==> config.mk <==
export PLATFORM = sky130hd
export DESIGN_NAME = fft_spec_peak
export DESIGN_NICKNAME = d
export VERILOG_FILES = /design/src/rtl/fft_spec_peak.sv
export SDC_FILE = /design/constraint.sdc
export NUM_CORES = 1
export LEC_CHECK = 0
export CAP_MARGIN = 20
export CORE_MARGIN = 3
export CORE_UTILIZATION = 50
export DETAILED_ROUTE_END_ITERATION = 8
export PLACE_DENSITY = 0.79
export SYNTH_ARGS = -nofsm -noshare
export SYNTH_HDL_FRONTEND = slang
export SYNTH_SLANG_ARGS = --single-unit
==> constraint.sdc <==
create_clock -name clk -period 6.55 [get_ports clk]
set_input_delay 1.31 -clock clk [delete_from_list [all_inputs] [get_ports clk]]
set_output_delay 1.31 -clock clk [all_outputs]
set_load 0.02 [all_outputs]
==> src/rtl/fft_spec_peak.sv <==
// FFT output post-processor: per-bin approximate magnitude for the lower half-spectrum,
// streamed to a result RAM, plus a descending-sorted table of the largest bins.
module fft_spec_peak #(
    parameter int DATA_WIDTH = 32,
    parameter int MAG_WIDTH  = 16,
    parameter int ADDR_WIDTH = 8,
    parameter int NUM_PEAKS  = 4,
    parameter int MAG_MODE   = 0,
    parameter int MAG_SHIFT  = 0,
    parameter int SKIP_DC    = 1
) (
    input  logic                            clk,
    input  logic                            rst_n,
    input  logic                            start,
    input  logic                            bin_valid,
    input  logic [ADDR_WIDTH-1:0]           bin_idx,
    input  logic signed [DATA_WIDTH-1:0]    bin_re,
    input  logic signed [DATA_WIDTH-1:0]    bin_im,
    output logic                            mag_wen,
    output logic [ADDR_WIDTH-2:0]           mag_waddr,
    output logic [MAG_WIDTH-1:0]            mag_wdata,
    output logic                            busy,
    output logic                            done,
    output logic [NUM_PEAKS*ADDR_WIDTH-1:0] peak_idx,
    output logic [NUM_PEAKS*MAG_WIDTH-1:0]  peak_mag,
    output logic [NUM_PEAKS-1:0]            peak_vld
);

    localparam int XW = (DATA_WIDTH + 1 > MAG_WIDTH) ? DATA_WIDTH + 1 : MAG_WIDTH;

    typedef enum logic [1:0] {
        ST_IDLE    = 2'd0,
        ST_COLLECT = 2'd1,
        ST_FLUSH   = 2'd2,
        ST_DONE    = 2'd3
    } state_t;

    // |v| with the most negative value clamped to the most positive one
    function automatic logic [DATA_WIDTH-2:0] abs_sat(input logic [DATA_WIDTH-1:0] v);
        logic [DATA_WIDTH-2:0] neg;
        neg = ~v[DATA_WIDTH-2:0] + {{(DATA_WIDTH-2){1'b0}}, 1'b1};
        if (v == {1'b1, {(DATA_WIDTH-1){1'b0}}}) begin
            abs_sat = {(DATA_WIDTH-1){1'b1}};
        end else if (v[DATA_WIDTH-1]) begin
            abs_sat = neg;
        end else begin
            abs_sat = v[DATA_WIDTH-2:0];
        end
    endfunction

    state_t                  state_r, state_s;
    logic [ADDR_WIDTH-1:0]   cnt_r;
    logic                    flush_r;
    logic                    busy_r, done_r;
    logic                    accept_s, last_s;

    logic                    s1_vld_r;
    logic [DATA_WIDTH-2:0]   s1_re_r, s1_im_r;
    logic [ADDR_WIDTH-2:0]   s1_idx_r;
    logic [DATA_WIDTH-2:0]   big_s, small_s;
    logic [DATA_WIDTH:0]     raw_s;
    logic [XW-1:0]           shf_s;
    logic [MAG_WIDTH-1:0]    sat_s;

    logic                    mag_wen_r;
    logic [ADDR_WIDTH-2:0]   mag_waddr_r;
    logic [MAG_WIDTH-1:0]    mag_wdata_r;

    logic [ADDR_WIDTH-1:0]   pk_idx_r [NUM_PEAKS];
    logic [MAG_WIDTH-1:0]    pk_mag_r [NUM_PEAKS];
    logic [NUM_PEAKS-1:0]    pk_vld_r;
    logic [ADDR_WIDTH-1:0]   pk_idx_s [NUM_PEAKS];
    logic [MAG_WIDTH-1:0]    pk_mag_s [NUM_PEAKS];
    logic [NUM_PEAKS-1:0]    pk_vld_s;
    logic                    ins_found_s, ins_en_s;
    int                      ins_pos_s;
    logic [ADDR_WIDTH-1:0]   new_idx_s;

    // A start pulse always wins over a coincident beat
    assign accept_s = bin_valid && (state_r == ST_COLLECT) && !start;
    assign last_s   = accept_s && (cnt_r == {ADDR_WIDTH{1'b1}});

    // Next-state logic
    always_comb begin
        state_s = state_r;
        if (start) begin
            state_s = ST_COLLECT;
        end else begin
            case (state_r)
                ST_IDLE:    state_s = ST_IDLE;
                ST_COLLECT: state_s = last_s ? ST_FLUSH : ST_COLLECT;
                ST_FLUSH:   state_s = flush_r ? ST_DONE : ST_FLUSH;
                ST_DONE:    state_s = ST_IDLE;
                default:    state_s = ST_IDLE;
            endcase
        end
    end

    // FSM state, beat counter, two-cycle flush timer and status outputs
    always_ff @(posedge clk or negedge rst_n) begin
        if (!rst_n) begin
            state_r <= ST_IDLE;
            cnt_r   <= {ADDR_WIDTH{1'b0}};
            flush_r <= 1'b0;
            busy_r  <= 1'b0;
            done_r  <= 1'b0;
        end else begin
            state_r <= state_s;
            if (start) begin
                cnt_r <= {ADDR_WIDTH{1'b0}};
            end else if (accept_s) begin
                cnt_r <= cnt_r + {{(ADDR_WIDTH-1){1'b0}}, 1'b1};
            end else begin
                cnt_r <= cnt_r;
            end
            if ((state_r == ST_FLUSH) && !start) begin
                flush_r <= !flush_r;
            end else begin
                flush_r <= 1'b0;
            end
            busy_r <= (state_s == ST_COLLECT) || (state_s == ST_FLUSH);
            done_r <= (state_s == ST_DONE);
        end
    end

    // Stage 1: absolute values of lower-half bins
    always_ff @(posedge clk or negedge rst_n) begin
        if (!rst_n) begin
            s1_vld_r <= 1'b0;
            s1_re_r  <= {(DATA_WIDTH-1){1'b0}};
            s1_im_r  <= {(DATA_WIDTH-1){1'b0}};
            s1_idx_r <= {(ADDR_WIDTH-1){1'b0}};
        end else begin
            s1_vld_r <= accept_s && !bin_idx[ADDR_WIDTH-1];
            s1_re_r  <= abs_sat(bin_re);
            s1_im_r  <= abs_sat(bin_im);
            s1_idx_r <= bin_idx[ADDR_WIDTH-2:0];
        end
    end

    // Magnitude estimate, scaling and saturation
    always_comb begin
        if (s1_re_r >= s1_im_r) begin
            big_s   = s1_re_r;
            small_s = s1_im_r;
        end else begin
            big_s   = s1_im_r;
            small_s = s1_re_r;
        end
        if (MAG_MODE == 1) begin
            raw_s = {2'b00, s1_re_r} + {2'b00, s1_im_r};
        end else begin
            raw_s = {2'b00, big_s} + {2'b00, small_s >> 2};
        end
        shf_s = XW'(raw_s >> MAG_SHIFT);
        if (shf_s > XW'({MAG_WIDTH{1'b1}})) begin
            sat_s = {MAG_WIDTH{1'b1}};
        end else begin
            sat_s = shf_s[MAG_WIDTH-1:0];
        end
    end

    // Stage 2: result-RAM write port
    always_ff @(posedge clk or negedge rst_n) begin
        if (!rst_n) begin
            mag_wen_r   <= 1'b0;
            mag_waddr_r <= {(ADDR_WIDTH-1){1'b0}};
            mag_wdata_r <= {MAG_WIDTH{1'b0}};
        end else begin
            mag_wen_r   <= s1_vld_r && !start;
            mag_waddr_r <= s1_idx_r;
            mag_wdata_r <= sat_s;
        end
    end

    // Sorted insert: strict compare keeps earlier bins above equal later ones
    always_comb begin
        ins_found_s = 1'b0;
        ins_pos_s   = 0;
        for (int k = 0; k < NUM_PEAKS; k++) begin
            if (!ins_found_s && (!pk_vld_r[k] || (mag_wdata_r > pk_mag_r[k]))) begin
                ins_found_s = 1'b1;
                ins_pos_s   = k;
            end else begin
                ins_found_s = ins_found_s;
            end
        end
        ins_en_s  = mag_wen_r && ins_found_s &&
                    !((SKIP_DC != 0) && (mag_waddr_r == {(ADDR_WIDTH-1){1'b0}}));
        new_idx_s = {1'b0, mag_waddr_r};
        pk_idx_s[0] = (ins_en_s && (ins_pos_s == 0)) ? new_idx_s   : pk_idx_r[0];
        pk_mag_s[0] = (ins_en_s && (ins_pos_s == 0)) ? mag_wdata_r : pk_mag_r[0];
        pk_vld_s[0] = (ins_en_s && (ins_pos_s == 0)) ? 1'b1        : pk_vld_r[0];
        for (int k = 1; k < NUM_PEAKS; k++) begin
            if (ins_en_s && (ins_pos_s == k)) begin
                pk_idx_s[k] = new_idx_s;
                pk_mag_s[k] = mag_wdata_r;
                pk_vld_s[k] = 1'b1;
            end else if (ins_en_s && (ins_pos_s < k)) begin
                pk_idx_s[k] = pk_idx_r[k-1];
                pk_mag_s[k] = pk_mag_r[k-1];
                pk_vld_s[k] = pk_vld_r[k-1];
            end else begin
                pk_idx_s[k] = pk_idx_r[k];
                pk_mag_s[k] = pk_mag_r[k];
                pk_vld_s[k] = pk_vld_r[k];
            end
        end
    end

    // Peak table registers, cleared by every start
    always_ff @(posedge clk or negedge rst_n) begin
        if (!rst_n) begin
            for (int k = 0; k < NUM_PEAKS; k++) begin
                pk_idx_r[k] <= {ADDR_WIDTH{1'b0}};
                pk_mag_r[k] <= {MAG_WIDTH{1'b0}};
            end
            pk_vld_r <= {NUM_PEAKS{1'b0}};
        end else if (start) begin
            for (int k = 0; k < NUM_PEAKS; k++) begin
                pk_idx_r[k] <= {ADDR_WIDTH{1'b0}};
                pk_mag_r[k] <= {MAG_WIDTH{1'b0}};
            end
            pk_vld_r <= {NUM_PEAKS{1'b0}};
        end else begin
            for (int k = 0; k < NUM_PEAKS; k++) begin
                pk_idx_r[k] <= pk_idx_s[k];
                pk_mag_r[k] <= pk_mag_s[k];
            end
            pk_vld_r <= pk_vld_s;
        end
    end

    for (genvar g = 0; g < NUM_PEAKS; g++) begin : g_pack
        assign peak_idx[g*ADDR_WIDTH +: ADDR_WIDTH] = pk_idx_r[g];
        assign peak_mag[g*MAG_WIDTH +: MAG_WIDTH]   = pk_mag_r[g];
    end

    assign peak_vld  = pk_vld_r;
    assign mag_wen   = mag_wen_r;
    assign mag_waddr = mag_waddr_r;
    assign mag_wdata = mag_wdata_r;
    assign busy      = busy_r;
    assign done      = done_r;

endmodule

# After elaboration in Yosys (flattened, before gate mapping)
# Cells that the tools add are included.
[totals]
register_bits = 207
inputBits = 76
out_inout_bits = 126
elab_cells = 139
[op_classes]
n_addsub = 4
order_cmp = 9
n_eq_ne = 12
muxes = 45
bitwise_logic = 2
n_reduce_logical = 43
[op_table]
columns = ["operator", "count"]
rows = [
  ["$mux W31", 6],
  ["$mux W16", 8],
  ["$mux W32", 3],
  ["$mux W8", 9],
  ["$eq A32 B3 Y1 const B", 2],
  ["$eq A32 B32 Y1 const B", 2],
  ["$gt A16 B16 Y1", 4],
  ["$lt A32 B3 Y1 const B", 2],
  ["$mux W64", 1],
  ["$add A31 B1 Y31 const B", 2],
  ["$not A31 Y31", 2],
  ["$add A31 B29 Y32", 1],
  ["$eq A32 B2 Y1 const B", 1],
  ["$gt A32 B16 Y1 const B", 1],
  ["$logic_not A32 Y1", 1],
  ["$lt A32 B2 Y1 const B", 1],
  ["$ge A31 B31 Y1", 1],
  ["$logic_and A1 B1 Y1", 18],
  ["$mux W1", 14],
  ["$logic_not A1 Y1", 11],
  ["$reduce_bool A3 Y1", 3],
  ["$add A8 B1 Y8 const B", 1],
  ["$eq A2 B2 Y1 const B", 4],
  ["$eq A8 B8 Y1 const B", 1],
  ["other kinds (9)", 16],
]

# Depth between registers and ports, before layout
# Gate-level depths: netlist of run 1.
[logic_depth]
word_depth = 18
ltp_mapped = 24
mapped_depth_nobuf = 21

# Worst setup path before layout of run 1
# Ideal clock, no wire load.
[synth_path]
path_kind = "flip-flop to flip-flop"
startpoint = "register s1_re_r[27]"
endpoint = "register mag_wdata_r[10] (netlist: mag_wdata[10])"
arrival_ps = 5526
required_ps = 6404
slack_ps = 878
stages_incl_launch_ff = 24
synth_period_minus_slack_ps = 5672
cell_sequence = "dfrtp_1 -> ha_1 -> and4_1 -> and3_1 -> a221oi_1 -> o21ai_0 -> nor3_2 -> clkbuf_1 -> buf_1 -> nand2_1 -> o21ai_0 -> ha_1 -> inv_1 -> fa_1 -> nand2b_1 -> a21o_1 -> a21oi_1 -> a31oi_1 -> o21ai_0 -> a221o_1 -> xor2_1 -> nor4_1 -> clkbuf_1 -> nand4_1"
[synth_between]
elab_chain_len = 5
[synth_lines]
columns = ["item", "line", "source"]
rows = [
  ["start: declaration", "58", "logic [DATA_WIDTH-2:0] s1_re_r, s1_im_r;"],
  ["start signal: assignment", "130", "s1_re_r <= {(DATA_WIDTH-1){1'b0}};"],
  ["start signal: assignment", "135", "s1_re_r <= abs_sat(bin_re);"],
  ["$ge A31 B31 Y1", "143", "if (s1_re_r >= s1_im_r) begin"],
  ["$mux W31", "143", ""],
  ["$add A31 B29 Y32 (*)", "153", "raw_s = {2'b00, big_s} + {2'b00, small_s >> 2};"],
  ["$gt A32 B16 Y1", "156", "if (shf_s > XW'({MAG_WIDTH{1'b1}})) begin"],
  ["$mux W16 (*)", "156", ""],
  ["named net sat_s[10]", "63", "logic [MAG_WIDTH-1:0] sat_s;"],
  ["end signal: assignment", "168", "mag_wdata_r <= {MAG_WIDTH{1'b0}};"],
  ["end signal: assignment", "172", "mag_wdata_r <= sat_s;"],
  ["end: declaration", "67", "logic [MAG_WIDTH-1:0] mag_wdata_r;"],
]
# Mark *: on every way through the listed nets, which the timed path passes. The rest lies on a longest branch.
# A chain may end at the register's enable or synchronous reset.

# Worst setup path after layout of run 1
[layout_path]
startpoint = "register s1_re_r[27]"
endpoint = "register mag_wdata_r[2] (netlist: mag_wdata[2])"
# Same word-level chain as after synthesis.

==> reports/metrics.cfg, run 1 <==
[status]
status=finished clean

[sta]
report.final.slew_viol_count=0
rsz0062_at_grt=false
timing.fmax_mhz=173.7
finalCritPeriodShare_pct=87.92
worst_slew_pin_slew_ns=1.083
finalHoldViolCount=0
finalSetupTns_ns=0
max-slew-margin-rel_pct=27.59
clock_skew_ns=0.01413
setup_viol=0
post-route-min-period_ns=5.759

[place]
placed_area_mm2=0.01598
dp_hpwl_um=25600
routabilityCongestion=0.8914
port_buffers=197
numPlacedInstances=2030

[synth]
synth_top_area_share_pct=36.83
ys_ff_latch=203
synth-edff-count=0
synthTopCellsByArea=dfrtp_1 37%, ha_1 12%, xor2_1 4.6%
synth_top_flop_cell=dfrtp_1
synth_async_sr_flop_share_pct=100.0
yosysTopAreaCell=dfrtp_1
ys.warnings.count=0
synth_area_mm2=0.01379
synth_area_per_cell_um2=8.818
yosysSeqAreaShare_pct=36.83
synth_cells=1564
ys_types=65

[setup_path]
crit_path_max_fanout=65
crit_required_ns=6.88
r2r_cells=19
arrival_ns=6.09
worstSetupStartpointType=flop
crit_type=reg2reg
cp-end-kind=flop

[clock_network]
clockBufferDepth=3
ctsResizeCount=0
ctsHoldBuffers=0
clk_latency_ns=0.51
cts_tree=done
root_buffer=clkbuf_16
cts_buffers=23
clock-sinks=203
postCtsSetupBuffers=0
cts.clk_slew.worst_paths_ns=0.06
htreeDepth=1

[finish]
final_cells=2073
num-nets-final=1921
antennaDiodeCount=0
syn_to_final_growth_pct=21.79
drive_gt1_share_pct=5.831
finalInstanceArea_mm2=0.01680

[routing]
drt_iter0_markers=885
drt-pass1-iter-count=5
routedWlPerCell_um=16.49
drc=0
vias=11850
ant_nets=0
via_per_inst=5.715
wl_um=34190

[floorplan]
initial_utilization_pct=51.03
die_h_um=172.1
rows=60
chipWidth_um=172.1
design.core.area_mm2=0.02703
die_area_mm2=0.02961
io_pins=202

[global_routing]
track_usage_pct=22.76
grt_pass1_vias=11360
antenna_found_initial=0
grt_max_degree=119
grt_pass1_wl_um=56280
grt.overflow.total=0

[power]
cellLeakagePower_uw=0.007310
power.density_mw_per_mm2=239.0
switching_share_pct=33.80
p_clk_share_pct=32.4
power_frac_seq_pct=34.2
internal_power_uw=2658
p_sw_uw=1357
vdd_drop_max_mv=0.1524
combPwrFrac_pct=33.3

[worst_hold_path]
hold_class=reg2reg
hold_depth=0

[flow_run]
timing.max_cap.violations=0

power groups by stage:
stage / logic (µW) / clock network, µW / registers [µW]
2_1_floorplan: 935 / 0 / 1400
3_3_place_gp: 1310 / 0 / 1390
3_5_place_dp: 1320 / 0 / 1390
4_1_cts: 1330 / 1330 / 1370
5_1_grt: 1490 / 1380 / 1380
6_report: 1340 / 1300 / 1370
worst paths after layout:
check | from | endpoint | slack [ns]
worst max register to register | s1_re_r[27]$_DFF_PN0_ | mag_wdata[2]$_DFF_PN0_ | 0.79
min in group asynchronous | rst_n | peak_idx[18]$_DFFE_PN0P_ | 0.93
worst min-delay path | s1_idx_r[3]$_DFF_PN0_ | mag_waddr[3]$_DFF_PN0_ | 0.35
worst max-delay path | s1_re_r[27]$_DFF_PN0_ | mag_wdata[2]$_DFF_PN0_ | 0.79
worst min register to register | s1_idx_r[3]$_DFF_PN0_ | mag_waddr[3]$_DFF_PN0_ | 0.35
max in group asynchronous | rst_n | s1_re_r[0]$_DFF_PN0_ | 4.26
critical path, cell delays in order, from the launching register on:
cell      delay, ns
dfrtp_1        0.39
ha_1           0.32
and4_1         0.22
and3_1         0.18
a221oi_1       0.26
o21ai_0        0.23
nor3_4         0.24
buf_4          0.51
mux2_2         0.41
ha_1           0.38
a21o_1         0.24
a311oi_1       0.33
o21ai_0        0.12
a31oi_1        0.35
o21ai_0        0.23
a221o_1        0.36
xor2_1         0.15
nor4_2         0.26
buf_4          0.24
nand4_1        0.12
metrics by stage:
stage / power, µW / hold slack (ns) / setup slack [ns] / util, %
after floorplan: 2339 / 0.3312 / 0.8785 / -
after global placement: 2705 / 0.3339 / 1.032 / 59.13
after detailed placement: 2717 / 0.3355 / 0.8796 / 59.13
after CTS: 4035 / 0.3523 / 0.8616 / 62.01
after global routing: 4259 / 0.3525 / 0.4321 / 62.15
final: 4015 / 0.3500 / 0.7915 / 62.15
per-layer routing:
layer  GRT usage, %  routed length (µm)  share of wire (%)
met1          32.07               15660                 46
met2          37.76               15810                 46
met3          2.972                2151                6.3
met4          5.033                 564                1.6
met5              0                   0                  0
cells in the final DEF (no fill, tap or decap), drive strengths merged, types with 29 or more instances in the layout:
master / netlist / layout
clkbuf: 66 / 32
a21oi: 78 / 78
nand2: 149 / 149
mux2i: 50 / 50
nor3: 61 / 61
xor2: 73 / 73
ha: 128 / 128
nand4: 41 / 41
nor4: 29 / 29
clkdlybuf4s50: 0 / 195
nor2: 154 / 154
o21ai: 81 / 81
a211oi: 52 / 52
a21o: 30 / 30
inv: 106 / 108
dfrtp: 203 / 203
cell type report:
cell class | instances | area (µm²)
clock inverters | 10 | 121.4
flip-flops and latches | 203 | 5080
inverters | 106 | 397.9
multi-input cells | 1172 | 8021
well taps | 341 | 426.7
fillers | 2257 | 10230
repair buffers | 210 | 2095
clock buffers | 31 | 655.6
cell usage after synthesis (26+ instances only):
master / number
dfrtp_1: 203
nor2_1: 154
nand2_1: 149
ha_1: 128
inv_1: 106
o21ai_0: 81
a21oi_1: 78
xor2_1: 73
clkbuf_1: 66
nor3_1: 60
a211oi_1: 52
mux2i_1: 50
nand4_1: 41
a21o_1: 30
mux2_2: 28
nor4_1: 27
and2_1: 26
kinds of logic (layout without fill, tap and decap cells):
logic type                 Yosys count  count (layout)  share of synthesized area [%]
and+or+nand+nor                    551             551                          19.53
xor gates and xnor gates            89              89                          5.652
AOI/OAI and AO/OA                  321             321                          14.81
muxes                               78              78                          5.915
adders and majority gates          129             129                          11.76
other                                1               4                        0.02719
buffers and inverters              192             357                          5.479
DFF                                203             203                          36.83
flip-flops by register name, indices dropped and copies added, names as in the netlist:
name	cells
peak_vld	4
peak_mag	64
done	1
busy	1
s1_idx_r	7
s1_im_r	31
cnt_r	8
flush_r	1
state_r	2
mag_waddr	7
mag_wen	1
peak_idx	28
s1_vld_r	1
s1_re_r	31
mag_wdata	16
(Power assumes the default switching activity.)
==> inputs of run 2 (changes only) <==
ABC_CLOCK_PERIOD_IN_PS = 6550   (was not set)
PLACE_DENSITY = 0.76   (was 0.79)
==> reports/metrics.cfg, run 2 (same netlist as run 1, synthesis figures left out) <==
[clock_network]
postCtsSetupBuffers=0  ; unchanged
cts.clk_slew.worst_paths_ns=0.06  ; about the same
htreeDepth=1  ; unchanged
cts_buffers=23  ; unchanged
ctsResizeCount=0  ; unchanged
root_buffer=clkbuf_16
cts_tree=done
clockBufferDepth=3  ; unchanged
ctsHoldBuffers=0  ; unchanged
clk_latency_ns=0.51  ; about the same
clock-sinks=203  ; unchanged

[global_routing]
grt_pass1_wl_um=55430  ; -1.5%
antenna_found_initial=0  ; unchanged
track_usage_pct=22.45  ; -0.31 points
grt_max_degree=105  ; -12%
grt.overflow.total=0  ; unchanged
grt_pass1_vias=11280  ; -0.71%

[sta]
finalCritPeriodShare_pct=85.90  ; -2.0 points
timing.fmax_mhz=177.7  ; +2.3%
hold_ws_ns=0.3505  ; +0.0005360 ns
worst_slew_pin_slew_ns=0.9963  ; -0.08652 ns
finalSetupTns_ns=0  ; unchanged
report.final.slew_viol_count=0  ; unchanged
max-slew-margin-rel_pct=33.37  ; +5.8 points
rsz0062_at_grt=false
clock_skew_ns=0.01683  ; +0.002695 ns
post-route-min-period_ns=5.627  ; -0.1318 ns
setup_viol=0  ; unchanged
finalHoldViolCount=0  ; unchanged

[routing]
wl_met2_um=16060  ; +1.6%
ant_nets=0  ; unchanged
drt_iter0_markers=731  ; -17%
top_layer=met4
vias=11780  ; -0.56%
drc=0  ; unchanged
drt-pass1-iter-count=5  ; unchanged
wl_met3_um=1912  ; -11%
wl_um=33870  ; -0.92%
via_per_inst=5.681  ; -0.61%
route.layer.met1.wl_um=15460  ; -1.3%
routedWlPerCell_um=16.33  ; -0.97%

[setup_path]
worst_path_most_repeated_cell=o21ai_0
worstSetupStartpointType=flop
crit_family=compound AO/OA/AOI/OAI gates
crit_path_max_fanout=66  ; +1.5%
reg2reg_to=mag_wdata[6]$_DFF_PN0_
r2r_cells=22  ; +3
critPathSlowestCell=buf_4
r2r-start=s1_re_r[27]$_DFF_PN0_
r2r_slack_ns=0.92  ; +0.13 ns
arrival_ns=5.96  ; -0.13 ns
max_stage_delay_ns=0.53  ; +0.02 ns
path_buf_inv=3  ; +1
crit_required_ns=6.88  ; about the same
crit_type=reg2reg
cp-end-kind=flop
crit_chain=ha_1, and4_1, and3_1, a221oi_1, o21ai_0, nor3_4, buf_4, nand2_1, o21ai_0, ha_1, inv_1, fa_1, nand2b_1, a21o_1, a21oi_1, a31oi_1, o21ai_0, xnor2_1, o2111ai_1, nor4_2, buf_4, nand4_1

[flow_run]
timing.max_cap.violations=0  ; unchanged

[floorplan]
design.core.area_mm2=0.02703  ; unchanged
initial_utilization_pct=51.03  ; unchanged
io_pins=202  ; unchanged
die_h_um=172.1  ; unchanged
chipWidth_um=172.1  ; unchanged
die_area_mm2=0.02961  ; unchanged
rows=60  ; unchanged

[finish]
final_util_pct=62.48  ; +0.33 points
final.fill_count=2293  ; +1.6%
num-nets-final=1922  ; +0.052%
antennaDiodeCount=0  ; unchanged
final_common_cell=dfrtp_1
mostFrequentLayoutCells=203 x dfrtp_1, 195 x clkdlybuf4s50_1, 154 x nor2_1
drive_gt1_share_pct=5.943  ; +0.11 points
largest_reg_flops=64  ; unchanged
syn_to_final_growth_pct=22.43

[worst_hold_path]
hold_class=reg2reg
hold_depth=0  ; unchanged
worstHoldEndpoint=mag_waddr[5]$_DFF_PN0_
holdCritStartpoint=s1_idx_r[5]$_DFF_PN0_

[place]
dp_hpwl_um=25320  ; -1.1%
port_buffers=197  ; unchanged
routabilityCongestion=0.8896  ; -0.20%

[power]
cellLeakagePower_uw=0.007342  ; +0.43%
vdd_drop_max_mv=0.1808  ; +19%
power.density_mw_per_mm2=245.0  ; +2.5%

[status]
status=finished clean

-- run 2: changes by cell type in the layout (fill, tap and decap cells not counted), sizes merged --
cell	before	now
buf	14	15
bufinv	2	6
clkbuf	32	27
clkinv	3	5
inv	108	107
-- run 2: worst max path at each step --
stage	to	slack (ns)	from	cells after the start
6_report	mag_wdata[6]$_DFF_PN0_	0.92	s1_re_r[27]$_DFF_PN0_	22
5_1_grt	mag_wdata[0]$_DFF_PN0_	0.51	s1_re_r[27]$_DFF_PN0_	22
4_1_cts	mag_wdata[6]$_DFF_PN0_	0.94	s1_re_r[27]$_DFF_PN0_	22
3_5_place_dp	mag_wdata[6]$_DFF_PN0_	0.95	s1_re_r[27]$_DFF_PN0_	22
3_3_place_gp	mag_wdata[0]$_DFF_PN0_	1.11	s1_re_r[27]$_DFF_PN0_	19
2_1_floorplan	mag_wdata[10]$_DFF_PN0_	0.88	s1_re_r[27]$_DFF_PN0_	23
-- run 2: metal layers --
| layer | up-vias | track usage (%) |
|---|---|---|
| met5 | - | 0 |
| met3 | 39 | 3.292 |
| met1 | 5587 | 30.62 |
| met4 | 0 | 4.304 |
| met2 | 315 | 38.49 |
| li1 | 5841 | - |
-- run 2: final cells by class --
type / instances / area [µm²] / area share [%]
clock inverters: 15 / 251.5 / 1.489
well taps: 341 / 426.7 / 2.527
clock buffers: 26 / 606.8 / 3.594
flip-flops and latches: 203 / 5080 / 30.08
inverters: 106 / 397.9 / 2.356
multi-input cells: 1172 / 8013 / 47.45
repair buffers: 211 / 2111 / 12.50
-- run 2: stage by stage --
step	cells	instance area, µm²	total power, µW	setup WS, ns
after global routing	2074	16890	4395	0.5088
after floorplan	1567	13800	2339	0.8785
after CTS	2073	16870	4163	0.9360
after detailed placement	2032	16010	2715	0.9524
after global placement	2031	15990	2709	1.112
final	2074	16890	4137	0.9233
-- run 2: power breakdown --
part / internal, µW / leakage [µW] / switching, µW
sequential: 1320 / 0.00255 / 54.9
combinational: 554 / 0.00438 / 779
clock: 908 / 0.000412 / 522
total: 2780 / 0.00734 / 1360
-- run 2: worst reg2reg max path, delay by kind of cell, from the launching register on --
| kind | cells | cell delay (ns) |
|---|---|---|
| compound gates | 8 | 1.78 |
| buf+inv | 3 | 0.84 |
| flops | 1 | 0.39 |
| fa+ha+maj | 3 | 0.96 |
| xor+xnor | 1 | 0.16 |
| simple gates | 7 | 1.35 |
==> RTL edit, RTL diff (flow settings as in run 2) <==
Reset style: synchronous (`rst_n`), changed in 4 clocked blocks.
--- a/src/rtl/fft_spec_peak.sv
+++ b/src/rtl/fft_spec_peak.sv
@@ -97,7 +97,7 @@
     end
 
     // FSM state, beat counter, two-cycle flush timer and status outputs
-    always_ff @(posedge clk or negedge rst_n) begin
+    always_ff @(posedge clk) begin
         if (!rst_n) begin
             state_r <= ST_IDLE;
             cnt_r   <= {ADDR_WIDTH{1'b0}};
@@ -124,7 +124,7 @@
     end
 
     // Stage 1: absolute values of lower-half bins
-    always_ff @(posedge clk or negedge rst_n) begin
+    always_ff @(posedge clk) begin
         if (!rst_n) begin
             s1_vld_r <= 1'b0;
             s1_re_r  <= {(DATA_WIDTH-1){1'b0}};
@@ -161,7 +161,7 @@
     end
 
     // Stage 2: result-RAM write port
-    always_ff @(posedge clk or negedge rst_n) begin
+    always_ff @(posedge clk) begin
         if (!rst_n) begin
             mag_wen_r   <= 1'b0;
             mag_waddr_r <= {(ADDR_WIDTH-1){1'b0}};
@@ -209,7 +209,7 @@
     end
 
     // Peak table registers, cleared by every start
-    always_ff @(posedge clk or negedge rst_n) begin
+    always_ff @(posedge clk) begin
         if (!rst_n) begin
             for (int k = 0; k < NUM_PEAKS; k++) begin
                 pk_idx_r[k] <= {ADDR_WIDTH{1'b0}};
Behaviour: differs if rst_n is asserted again (counterexample within 4 cycles, from zero or initial values and one cycle with rst_n low); with rst_n held inactive, the same outputs for 4 cycles.
==> RTL edit against run 2 <==
Synthesized area barely moved; sequential power grew 5%; total power decreased by 8.2%; sequential cell count is the same; die area is essentially flat; count of clock-buffer cells in the layout is 6 higher; setup slack got worse by 290 ps; critical endpoint is now mag_wdata[8]; non-clock buffer count increased by 3; sequential share of layout area down 1.5 points; design area fell by 1.6%; synthesized cell count fell by 2.7%; wire length grew 2.2%.
==> RTL edit: results <==
{
  "antenna_found_initial": 1,
  "ys_top_cells_by_area": "dfxtp_1 (19%), edfxtp_1 (15%), ha_1 (12%), xor2_1 (4.2%), nand2_1 (3.5%)",
  "ys_async_sr_fraction": 0,
  "worstHoldPathCells": 1,
  "cts-root-buf": "clkbuf_16",
  "ir_drop_v": 0.000144,
  "synth_edf_count": 69,
  "numCtsBuffers": 22,
  "ctsLongestPathBuffers": 3,
  "synth_commonest_cells": "dfxtp_1 (134), ha_1 (128), nand2_1 (128), inv_1 (110), o21ai_0 (91)",
  "reg2reg_depth": 21,
  "use_met2": 0.399,
  "holdCritPathClass": "flip-flop to flip-flop",
  "grt_use_met1": 0.297,
  "r2r_slack_ps": 630,
  "critPathArrivalTime_ps": 6310,
  "ys_types": 74,
  "drive_above_1_share": 0.0786,
  "r2r_end": "mag_wdata[8]",
  "status": "complete, no violations",
  "wl_per_cell_um": 17.1,
  "r2r-start": "s1_im_r[29]",
  "grt_max_degree": 98,
  "use_met3": 0.0322,
  "hold_end": "flush_r",
  "yosysWarningCount": 0,
  "first_iter_violations": 749,
  "ys_seq_area_frac": 0.345,
  "placed_area_sq_um": 15800,
  "hold_start": "flush_r",
  "power.leakage_uw": 0.00703,
  "maxSlewHeadroom": 0.352,
  "vias_per_cell": 5.71,
  "grt_pass1_wl_um": 55500,
  "num-fill-cells": 2308,
  "globalRouteTotalUtil": 0.228,
  "clock_skew_ps": 19.7,
  "grt_pass1_vias": 11100,
  "nets": 1868,
  "cts.htree.levels": 1,
  "hpwl_um": 27000,
  "crit_fanout": 24,
  "largestRegisters": "pk_mag_r: 64 flops, s1_im_r: 31 flops, s1_re_r: 31 flops",
  "antenna_cells": 0,
  "clkTransAtPathRegs_ps": 70,
  "drc": 0,
  "gp_routability_congestion": 0.903
}
[RTL edit: per-stage QoR]
stage               hold WS [ps]  cells  total power (uW)  setup WS, ps  utilization
CTS                          419   2020              3810           720        0.615
finish                       415   2020              3800           633        0.615
global placement             400   1980              2500           751        0.586
detailed placement           409   1980              2510           767        0.586
floorplan                    389   1525              2190           848            -
global route                 431   2020              4000           175        0.615
[RTL edit: final cells by class]
| class | instances | area share |
|---|---|---|
| tap | 341 | 0.0257 |
| multi-input combinational | 1112 | 0.491 |
| timing repair buffer | 214 | 0.126 |
| sequential | 203 | 0.286 |
| inverter | 110 | 0.0248 |
| clock inverter | 8 | 0.00685 |
| clock buffer | 32 | 0.0398 |
[RTL edit: worst max path at each step]
stage               endpoint  slack [ps]  cells past startpoint
6_report        mag_wdata[8]         630                     21
5_1_grt         mag_wdata[8]         180                     22
4_1_cts         mag_wdata[8]         720                     21
3_5_place_dp    mag_wdata[8]         770                     20
3_3_place_gp    mag_wdata[4]         750                     22
2_1_floorplan  mag_wdata[10]         850                     25
[RTL edit: cell families (layout without fill, tap and decap cells)]
kind of cell,Yosys count,in the layout,synth area share
AOI/OAI and AO/OA,426,426,0.211
xor gates and xnor gates,80,80,0.0508
adders and majority gates,129,129,0.118
buffers and inverters,210,364,0.0681
DFF,203,203,0.345
muxes,76,76,0.0579
other,1,4,0.000272
and+or+nand+nor,397,397,0.150
[RTL edit: report_power, final]
group / internal [uW] / switching [uW]
sequential: 1370 / 66.7
combinational: 462 / 597
clock: 788 / 514
total: 2620 / 1180
[RTL edit: per-layer routing]
metal | vias up | part of all wire
met4 | 2 | 0.025
met3 | 60 | 0.056
met1 | 5376 | 0.44
met5 | - | 0.00032
li1 | 5738 | -
met2 | 368 | 0.48
[RTL edit: worst max-delay path, stage by stage, from the launching register on]
cell and delay (ps):
dfxtp_1 350, inv_1 70, ha_1 300, a21o_1 180, a211oi_1 230, o221ai_1 230
a31oi_1 190, o22ai_1 120, a21oi_4 470, buf_4 360, mux2_2 370, ha_1 410
a21o_1 230, a31oi_1 270, o21ai_0 120, a2111oi_0 530, o211a_1 230, o211ai_1 90
a2111oi_0 380, nand4b_1 150, buf_4 210, o31a_1 280
